--- src/rtl/serial_adder_if.sv ---
// Request/result bus of the bit-serial adder.
// The master side issues operands and start; the slave side returns status and results.
interface serial_adder_if #(
   parameter int unsigned WIDTH = 8
);
   logic             start;
   logic [WIDTH-1:0] a;
   logic [WIDTH-1:0] b;
   logic             cin;
   logic             busy;
   logic             done;
   logic [WIDTH-1:0] sum;
   logic             cout;

   modport master (output start, a, b, cin, input busy, done, sum, cout);
   modport slave  (input start, a, b, cin, output busy, done, sum, cout);
endinterface

--- src/rtl/serial_adder.sv ---
// Bit-serial WIDTH-bit adder: one full-adder cell plus a carry flip-flop,
// one bit pair per clock (LSB first), with a done pulse when the result registers.
module serial_adder #(
   parameter int unsigned WIDTH = 8
) (
   input  logic          clk,
   input  logic          rst_n,
   serial_adder_if.slave bus
);
   localparam int unsigned CW = $clog2(WIDTH) + 1;

   typedef enum logic [1:0] {IDLE, RUN, DONE} state_t;

   state_t           state, state_nx;
   logic [WIDTH-1:0] a_sh, b_sh, acc, acc_nx, sum_r;
   logic [CW-1:0]    cnt;
   logic             carry, cout_r;
   logic             fa_s, fa_c;
   logic             accept, last;
   logic             busy, done;

   // Full-adder cell fed from the operand LSBs and the looped-back carry
   assign fa_s   = a_sh[0] ^ b_sh[0] ^ carry;
   assign fa_c   = (a_sh[0] & b_sh[0]) | (carry & (a_sh[0] ^ b_sh[0]));
   assign acc_nx = {fa_s, acc[WIDTH-1:1]};

   assign accept = bus.start && (state == IDLE || state == DONE);
   assign last   = (cnt == CW'(WIDTH - 1));

   always_ff @(posedge clk or negedge rst_n) begin
      if (!rst_n) state <= IDLE;
      else        state <= state_nx;
   end

   always_comb begin
      state_nx = state;
      case (state)
         IDLE:    if (bus.start) state_nx = RUN;
         RUN:     if (last)      state_nx = DONE;
         DONE:    state_nx = bus.start ? RUN : IDLE;
         default: state_nx = IDLE;
      endcase
   end

   always_comb begin
      busy = 1'b0;
      done = 1'b0;
      case (state)
         RUN:     busy = 1'b1;
         DONE:    done = 1'b1;
         default: ;
      endcase
   end

   always_ff @(posedge clk or negedge rst_n) begin
      if (!rst_n) begin
         a_sh   <= '0;
         b_sh   <= '0;
         acc    <= '0;
         carry  <= 1'b0;
         cnt    <= '0;
         sum_r  <= '0;
         cout_r <= 1'b0;
      end else if (accept) begin
         a_sh  <= bus.a;
         b_sh  <= bus.b;
         carry <= bus.cin;
         cnt   <= '0;
         acc   <= '0;
      end else if (state == RUN) begin
         acc   <= acc_nx;
         carry <= fa_c;
         a_sh  <= a_sh >> 1;
         b_sh  <= b_sh >> 1;
         cnt   <= cnt + 1'b1;
         // Results only move on the completing step and hold otherwise
         if (last) begin
            sum_r  <= acc_nx;
            cout_r <= fa_c;
         end
      end
   end

   assign bus.busy = busy;
   assign bus.done = done;
   assign bus.sum  = sum_r;
   assign bus.cout = cout_r;
endmodule
--- src/flat_wrapper.sv ---
// flat-port wrapper written by rule: the top's interface ports become plain ports
module serial_adder_flat 
#(
   parameter int unsigned WIDTH = 8
)
  (clk, rst_n, bus_start, bus_a, bus_b, bus_cin, bus_busy, bus_done, bus_sum, bus_cout);
  serial_adder_if #(.WIDTH(WIDTH)) bus_i ();
  input  logic clk;
  input  logic rst_n;
  input wire logic [$bits(bus_i.start)-1:0] bus_start;
  input wire logic [$bits(bus_i.a)-1:0] bus_a;
  input wire logic [$bits(bus_i.b)-1:0] bus_b;
  input wire logic [$bits(bus_i.cin)-1:0] bus_cin;
  output wire logic [$bits(bus_i.busy)-1:0] bus_busy;
  output wire logic [$bits(bus_i.done)-1:0] bus_done;
  output wire logic [$bits(bus_i.sum)-1:0] bus_sum;
  output wire logic [$bits(bus_i.cout)-1:0] bus_cout;
  assign bus_i.start = bus_start;
  assign bus_i.a = bus_a;
  assign bus_i.b = bus_b;
  assign bus_i.cin = bus_cin;
  assign bus_busy = bus_i.busy;
  assign bus_done = bus_i.done;
  assign bus_sum = bus_i.sum;
  assign bus_cout = bus_i.cout;
  serial_adder #(.WIDTH(WIDTH)) u_core (.clk(clk), .rst_n(rst_n), .bus(bus_i));
endmodule
--- config.mk ---
export PLATFORM = sky130hd
export DESIGN_NAME = serial_adder_flat
export DESIGN_NICKNAME = d
export VERILOG_FILES = /design/src/rtl/serial_adder_if.sv /design/src/rtl/serial_adder.sv /design/src/flat_wrapper.sv
export SDC_FILE = /design/constraint.sdc
export NUM_CORES = 1
export LEC_CHECK = 0
export BUFFER_PORTS_ARGS = -buffer_cell sky130_fd_sc_hd__buf_2
export CORE_UTILIZATION = 30
export DETAILED_ROUTE_END_ITERATION = 6
export GPL_TIMING_DRIVEN = 1
export PLACE_DENSITY = 0.51
export SYNTH_ARGS = -nofsm -noshare
export SYNTH_HDL_FRONTEND = slang
export SYNTH_SLANG_ARGS = --single-unit
--- constraint.sdc ---
create_clock -name clk -period 1.7 [get_ports clk]
set_input_delay 0.34 -clock clk [delete_from_list [all_inputs] [get_ports clk]]
set_output_delay 0.34 -clock clk [all_outputs]
set_load 0.01 [all_outputs]
==> flow_results.xml <==
<?xml version="1.0" encoding="UTF-8"?>
<metrics>
  <group name="synthesis">
    <metric name="postSynthRegisterBits" unit="">39</metric>
    <metric name="synth.area.top_cells" unit="">sky130_fd_sc_hd__dfrtp_1, sky130_fd_sc_hd__a22o_1, sky130_fd_sc_hd__mux2_2, sky130_fd_sc_hd__mux2i_1, sky130_fd_sc_hd__a21o_1</metric>
    <metric name="yosys.cell_types.count" unit="">24</metric>
    <metric name="synthArstFlopShare" unit="%">100</metric>
    <metric name="yosysTopAreaCellShare" unit="%">58.9</metric>
    <metric name="dominantRegCellSynth" unit="">sky130_fd_sc_hd__dfrtp_1</metric>
    <metric name="synth_common_cells" unit="">sky130_fd_sc_hd__dfrtp_1, sky130_fd_sc_hd__a22o_1, sky130_fd_sc_hd__mux2_2</metric>
    <metric name="synth_seq_area_share" unit="%">58.9</metric>
    <metric name="synthDominantAreaCellType" unit="">sky130_fd_sc_hd__dfrtp_1</metric>
    <metric name="synth-edff-count" unit="">0</metric>
    <metric name="avgSynthCellArea" unit="um2">13.7</metric>
    <metric name="synth_cells" unit="">121</metric>
    <metric name="synthMostInstantiatedCell" unit="">sky130_fd_sc_hd__dfrtp_1</metric>
    <metric name="yosysWarningCount" unit="">0</metric>
    <metric name="syn-num-nets" unit="">143</metric>
    <metric name="synth_area" unit="um2">1660</metric>
  </group>
  <group name="power_and_ir_drop">
    <metric name="power.static_leakage" unit="nW">1.02</metric>
    <metric name="power_report.internal_total" unit="mW">2.35</metric>
    <metric name="max-vdd-ir-drop" unit="mV">0.702</metric>
    <metric name="p_clk_share" unit="%">15.8</metric>
    <metric name="power.switching_fraction" unit="%">32.8</metric>
    <metric name="power.combinational.fraction" unit="%">38.7</metric>
    <metric name="seqPwrFrac" unit="%">45.5</metric>
    <metric name="power.net_switching" unit="mW">1.15</metric>
    <metric name="power_density" unit="nW/um2">1780</metric>
  </group>
  <group name="sta">
    <metric name="slew_violations" unit="">0</metric>
    <metric name="fmaxAchievable" unit="MHz">648</metric>
    <metric name="final_hold_viol_count" unit="">0</metric>
    <metric name="clock_skew" unit="ps">2.85</metric>
    <metric name="setup-tns-final" unit="ps">0</metric>
    <metric name="grt_setup_unrepaired" unit="">no</metric>
    <metric name="tightest_slew" unit="ps">359</metric>
    <metric name="share_of_the_clock_period_used_by_the_worst_path" unit="%">90.8</metric>
    <metric name="finalWorstPathRequiredPeriod" unit="ps">1540</metric>
    <metric name="final-setup-viol-count" unit="">0</metric>
    <metric name="timing.max_slew.rel_slack" unit="%">76.1</metric>
  </group>
  <group name="run">
    <metric name="max_cap_violations" unit="">0</metric>
  </group>
  <group name="critical_path">
    <metric name="setup.worst_path.start_class" unit="">flop</metric>
    <metric name="cp_data_required_time" unit="ps">1360</metric>
    <metric name="timing.rr.end" unit="">u_core.bus.sum[3]</metric>
    <metric name="startpoint" unit="">u_core.state[0]</metric>
    <metric name="critical_path.endpoint_type" unit="">output pin</metric>
    <metric name="r2r.worst_path.cells" unit="">5</metric>
    <metric name="path_class" unit="">reg2out</metric>
    <metric name="critical_path_arrival" unit="ps">1200</metric>
    <metric name="r2r_slack" unit="ps">190</metric>
    <metric name="critical_path.reg2reg.startpoint" unit="">u_core.cnt[0]</metric>
    <metric name="path_max_fanout" unit="">12</metric>
  </group>
  <group name="placed_design">
    <metric name="gp_routability_congestion" unit="">0.692</metric>
    <metric name="place.detailed.instances" unit="">219</metric>
    <metric name="detailed_place.area" unit="um2">1890</metric>
    <metric name="numPortBuffers" unit="">30</metric>
    <metric name="dp.final_hpwl" unit="um">2030</metric>
  </group>
  <group name="grt">
    <metric name="overflow" unit="">0</metric>
    <metric name="antenna_found_initial" unit="">0</metric>
    <metric name="first_pass_grt_wire_length" unit="um">5240</metric>
    <metric name="first_global_vias" unit="">1112</metric>
    <metric name="grt_max_degree" unit="">40</metric>
    <metric name="total_global_route_track_usage" unit="%">11.4</metric>
  </group>
  <group name="detailed_routing">
    <metric name="postRouteAntennaNets" unit="">0</metric>
    <metric name="ratio_of_routed_vias_to_standard_cells" unit="">4.62</metric>
    <metric name="dr.pass1.iters" unit="">4</metric>
    <metric name="count_of_unresolved_drc_violations_after_routing" unit="">0</metric>
    <metric name="final_routed_wire_length_divided_by_cell_count" unit="um">13.1</metric>
    <metric name="routed_wirelength" unit="um">2950</metric>
    <metric name="first_iteration_detailed_routing_drc_count" unit="">39</metric>
    <metric name="routed-via-count" unit="">1039</metric>
  </group>
  <group name="cts">
    <metric name="clock_tree_from_tritoncts" unit="">done</metric>
    <metric name="cts-buffers-inserted" unit="">5</metric>
    <metric name="max-clock-path-buffers" unit="">2</metric>
    <metric name="insertion_delay" unit="ps">280</metric>
    <metric name="postCtsResizedCells" unit="">0</metric>
    <metric name="cts-hold-fix-buffers" unit="">0</metric>
    <metric name="clkSlewWorstSetupHoldPaths" unit="ps">70</metric>
    <metric name="level_count_of_the_clock_h_tree" unit="">2</metric>
    <metric name="numClockSinks" unit="">39</metric>
    <metric name="ctsRootBufferMaster" unit="">sky130_fd_sc_hd__clkbuf_8</metric>
    <metric name="cts.repair_timing.setup_buffer_count" unit="">0</metric>
  </group>
  <group name="layout">
    <metric name="instances_no_fill" unit="">225</metric>
    <metric name="filler_cell_count" unit="">519</metric>
    <metric name="areaGrowthSynthToFinish" unit="%">18.7</metric>
    <metric name="insertedDiodeCount" unit="">0</metric>
    <metric name="layout.nets" unit="">178</metric>
    <metric name="final_util" unit="%">37.8</metric>
    <metric name="layout.cell_area.non_filler" unit="um2">1970</metric>
    <metric name="layout_cells_sized_above_1" unit="%">36.1</metric>
  </group>
  <group name="floorplan">
    <metric name="die_x" unit="um">76.3</metric>
    <metric name="initial_core_util" unit="%">31.8</metric>
    <metric name="fp-row-count" unit="">26</metric>
    <metric name="core-area" unit="um2">5200</metric>
    <metric name="die_area" unit="um2">5820</metric>
    <metric name="fp.dieH" unit="um">76.3</metric>
    <metric name="io-pin-count" unit="">31</metric>
  </group>
  <group name="run_status">
    <metric name="run_status" unit="">completed</metric>
  </group>
  <group name="min_path">
    <metric name="worst_hold_path_type" unit="">in2async</metric>
  </group>
</metrics>
-- through the flow --
stage / power (mW) / setup slack, ps / hold WS, ps
floorplan: 2.65 / 322 / 44.4
global placement: 2.95 / 199 / 323
detailed placement: 2.99 / 180 / 323
CTS: 3.57 / 141 / 21.7
global route: 3.78 / 44.6 / 31.1
finish: 3.50 / 156 / 21.3
-- registers in the layout (all words and copies together) (netlist names) --
name	count
u_core.acc	7
u_core.a_sh	8
u_core.cnt	4
u_core.bus.sum	8
u_core.state	2
u_core.bus.cout	1
u_core.carry	1
u_core.b_sh	8
-- cells by family after synthesis --
| kind of cell | count (synthesis) | share of synthesized area, % |
|---|---|---|
| simple gates | 18 | 6.65 |
| compound gates | 35 | 16.2 |
| flops | 39 | 58.9 |
| fa+ha+maj | 2 | 1.96 |
| mux | 17 | 11.0 |
| xor+xnor | 1 | 0.529 |
| buf+inv | 9 | 4.68 |
-- layer usage --
metal / part of all wire (%) / vias up / global-route usage (%)
met2: 44 / 31 / 17.4
li1: - / 504 / -
met3: 5.2 / 9 / 4.07
met1: 49 / 495 / 14.9
met5: 0 / - / 0
met4: 2.1 / 0 / 4.23
-- worst max path at each step --
stage | end | slack, ps
after global routing | bus_busy | 40
after detailed placement | u_core.bus.sum[3] | 180
after global placement | u_core.bus.sum[5] | 200
final | bus_busy | 160
after floorplan | u_core.bus.cout | 320
after CTS | bus_busy | 140
-- power by group through the flow --
stage	logic, mW	registers [mW]	clock network (mW)
floorplan	1.06	1.59	0
global placement	1.36	1.59	0
finish	1.35	1.59	0.554
detailed placement	1.38	1.61	0
global route	1.52	1.64	0.618
CTS	1.39	1.60	0.581
-- layout make-up --
| cell class | count | area [um2] | area share [%] |
|---|---|---|---|
| multi-input cells | 73 | 603 | 30.7 |
| repair buffers | 37 | 228 | 11.6 |
| clock buffers | 6 | 72.6 | 3.69 |
| flip-flops and latches | 39 | 976 | 49.6 |
| well taps | 70 | 87.6 | 4.45 |
-- worst max-delay path: stages, from the launching register on --
cell and delay, ps:
sky130_fd_sc_hd__dfrtp_1 400, sky130_fd_sc_hd__nor2b_4 180, sky130_fd_sc_hd__buf_4 200, sky130_fd_sc_hd__buf_2 150
-- layout by cell type (no fill, tap or decap) --
cell type and n:
sky130_fd_sc_hd__dfrtp_1 39, sky130_fd_sc_hd__buf_2 30, sky130_fd_sc_hd__a22o_1 19, sky130_fd_sc_hd__mux2_2 10, sky130_fd_sc_hd__a21o_1 9, sky130_fd_sc_hd__nand2_1 9, sky130_fd_sc_hd__mux2i_1 7, sky130_fd_sc_hd__o21ai_0 6
sky130_fd_sc_hd__clkbuf_8 5, sky130_fd_sc_hd__buf_4 5, sky130_fd_sc_hd__buf_12 2, sky130_fd_sc_hd__nor2b_4 1, sky130_fd_sc_hd__and2b_1 1, sky130_fd_sc_hd__nor2b_1 1, sky130_fd_sc_hd__nor2_2 1, sky130_fd_sc_hd__nand2b_1 1
sky130_fd_sc_hd__nand3b_1 1, sky130_fd_sc_hd__xor2_1 1, sky130_fd_sc_hd__nor2_1 1, sky130_fd_sc_hd__nor3b_2 1, sky130_fd_sc_hd__nand4_2 1, sky130_fd_sc_hd__o21ai_1 1, sky130_fd_sc_hd__fa_1 1, sky130_fd_sc_hd__ha_1 1
sky130_fd_sc_hd__clkbuf_1 1
Power figures use the tool's default switching activity.
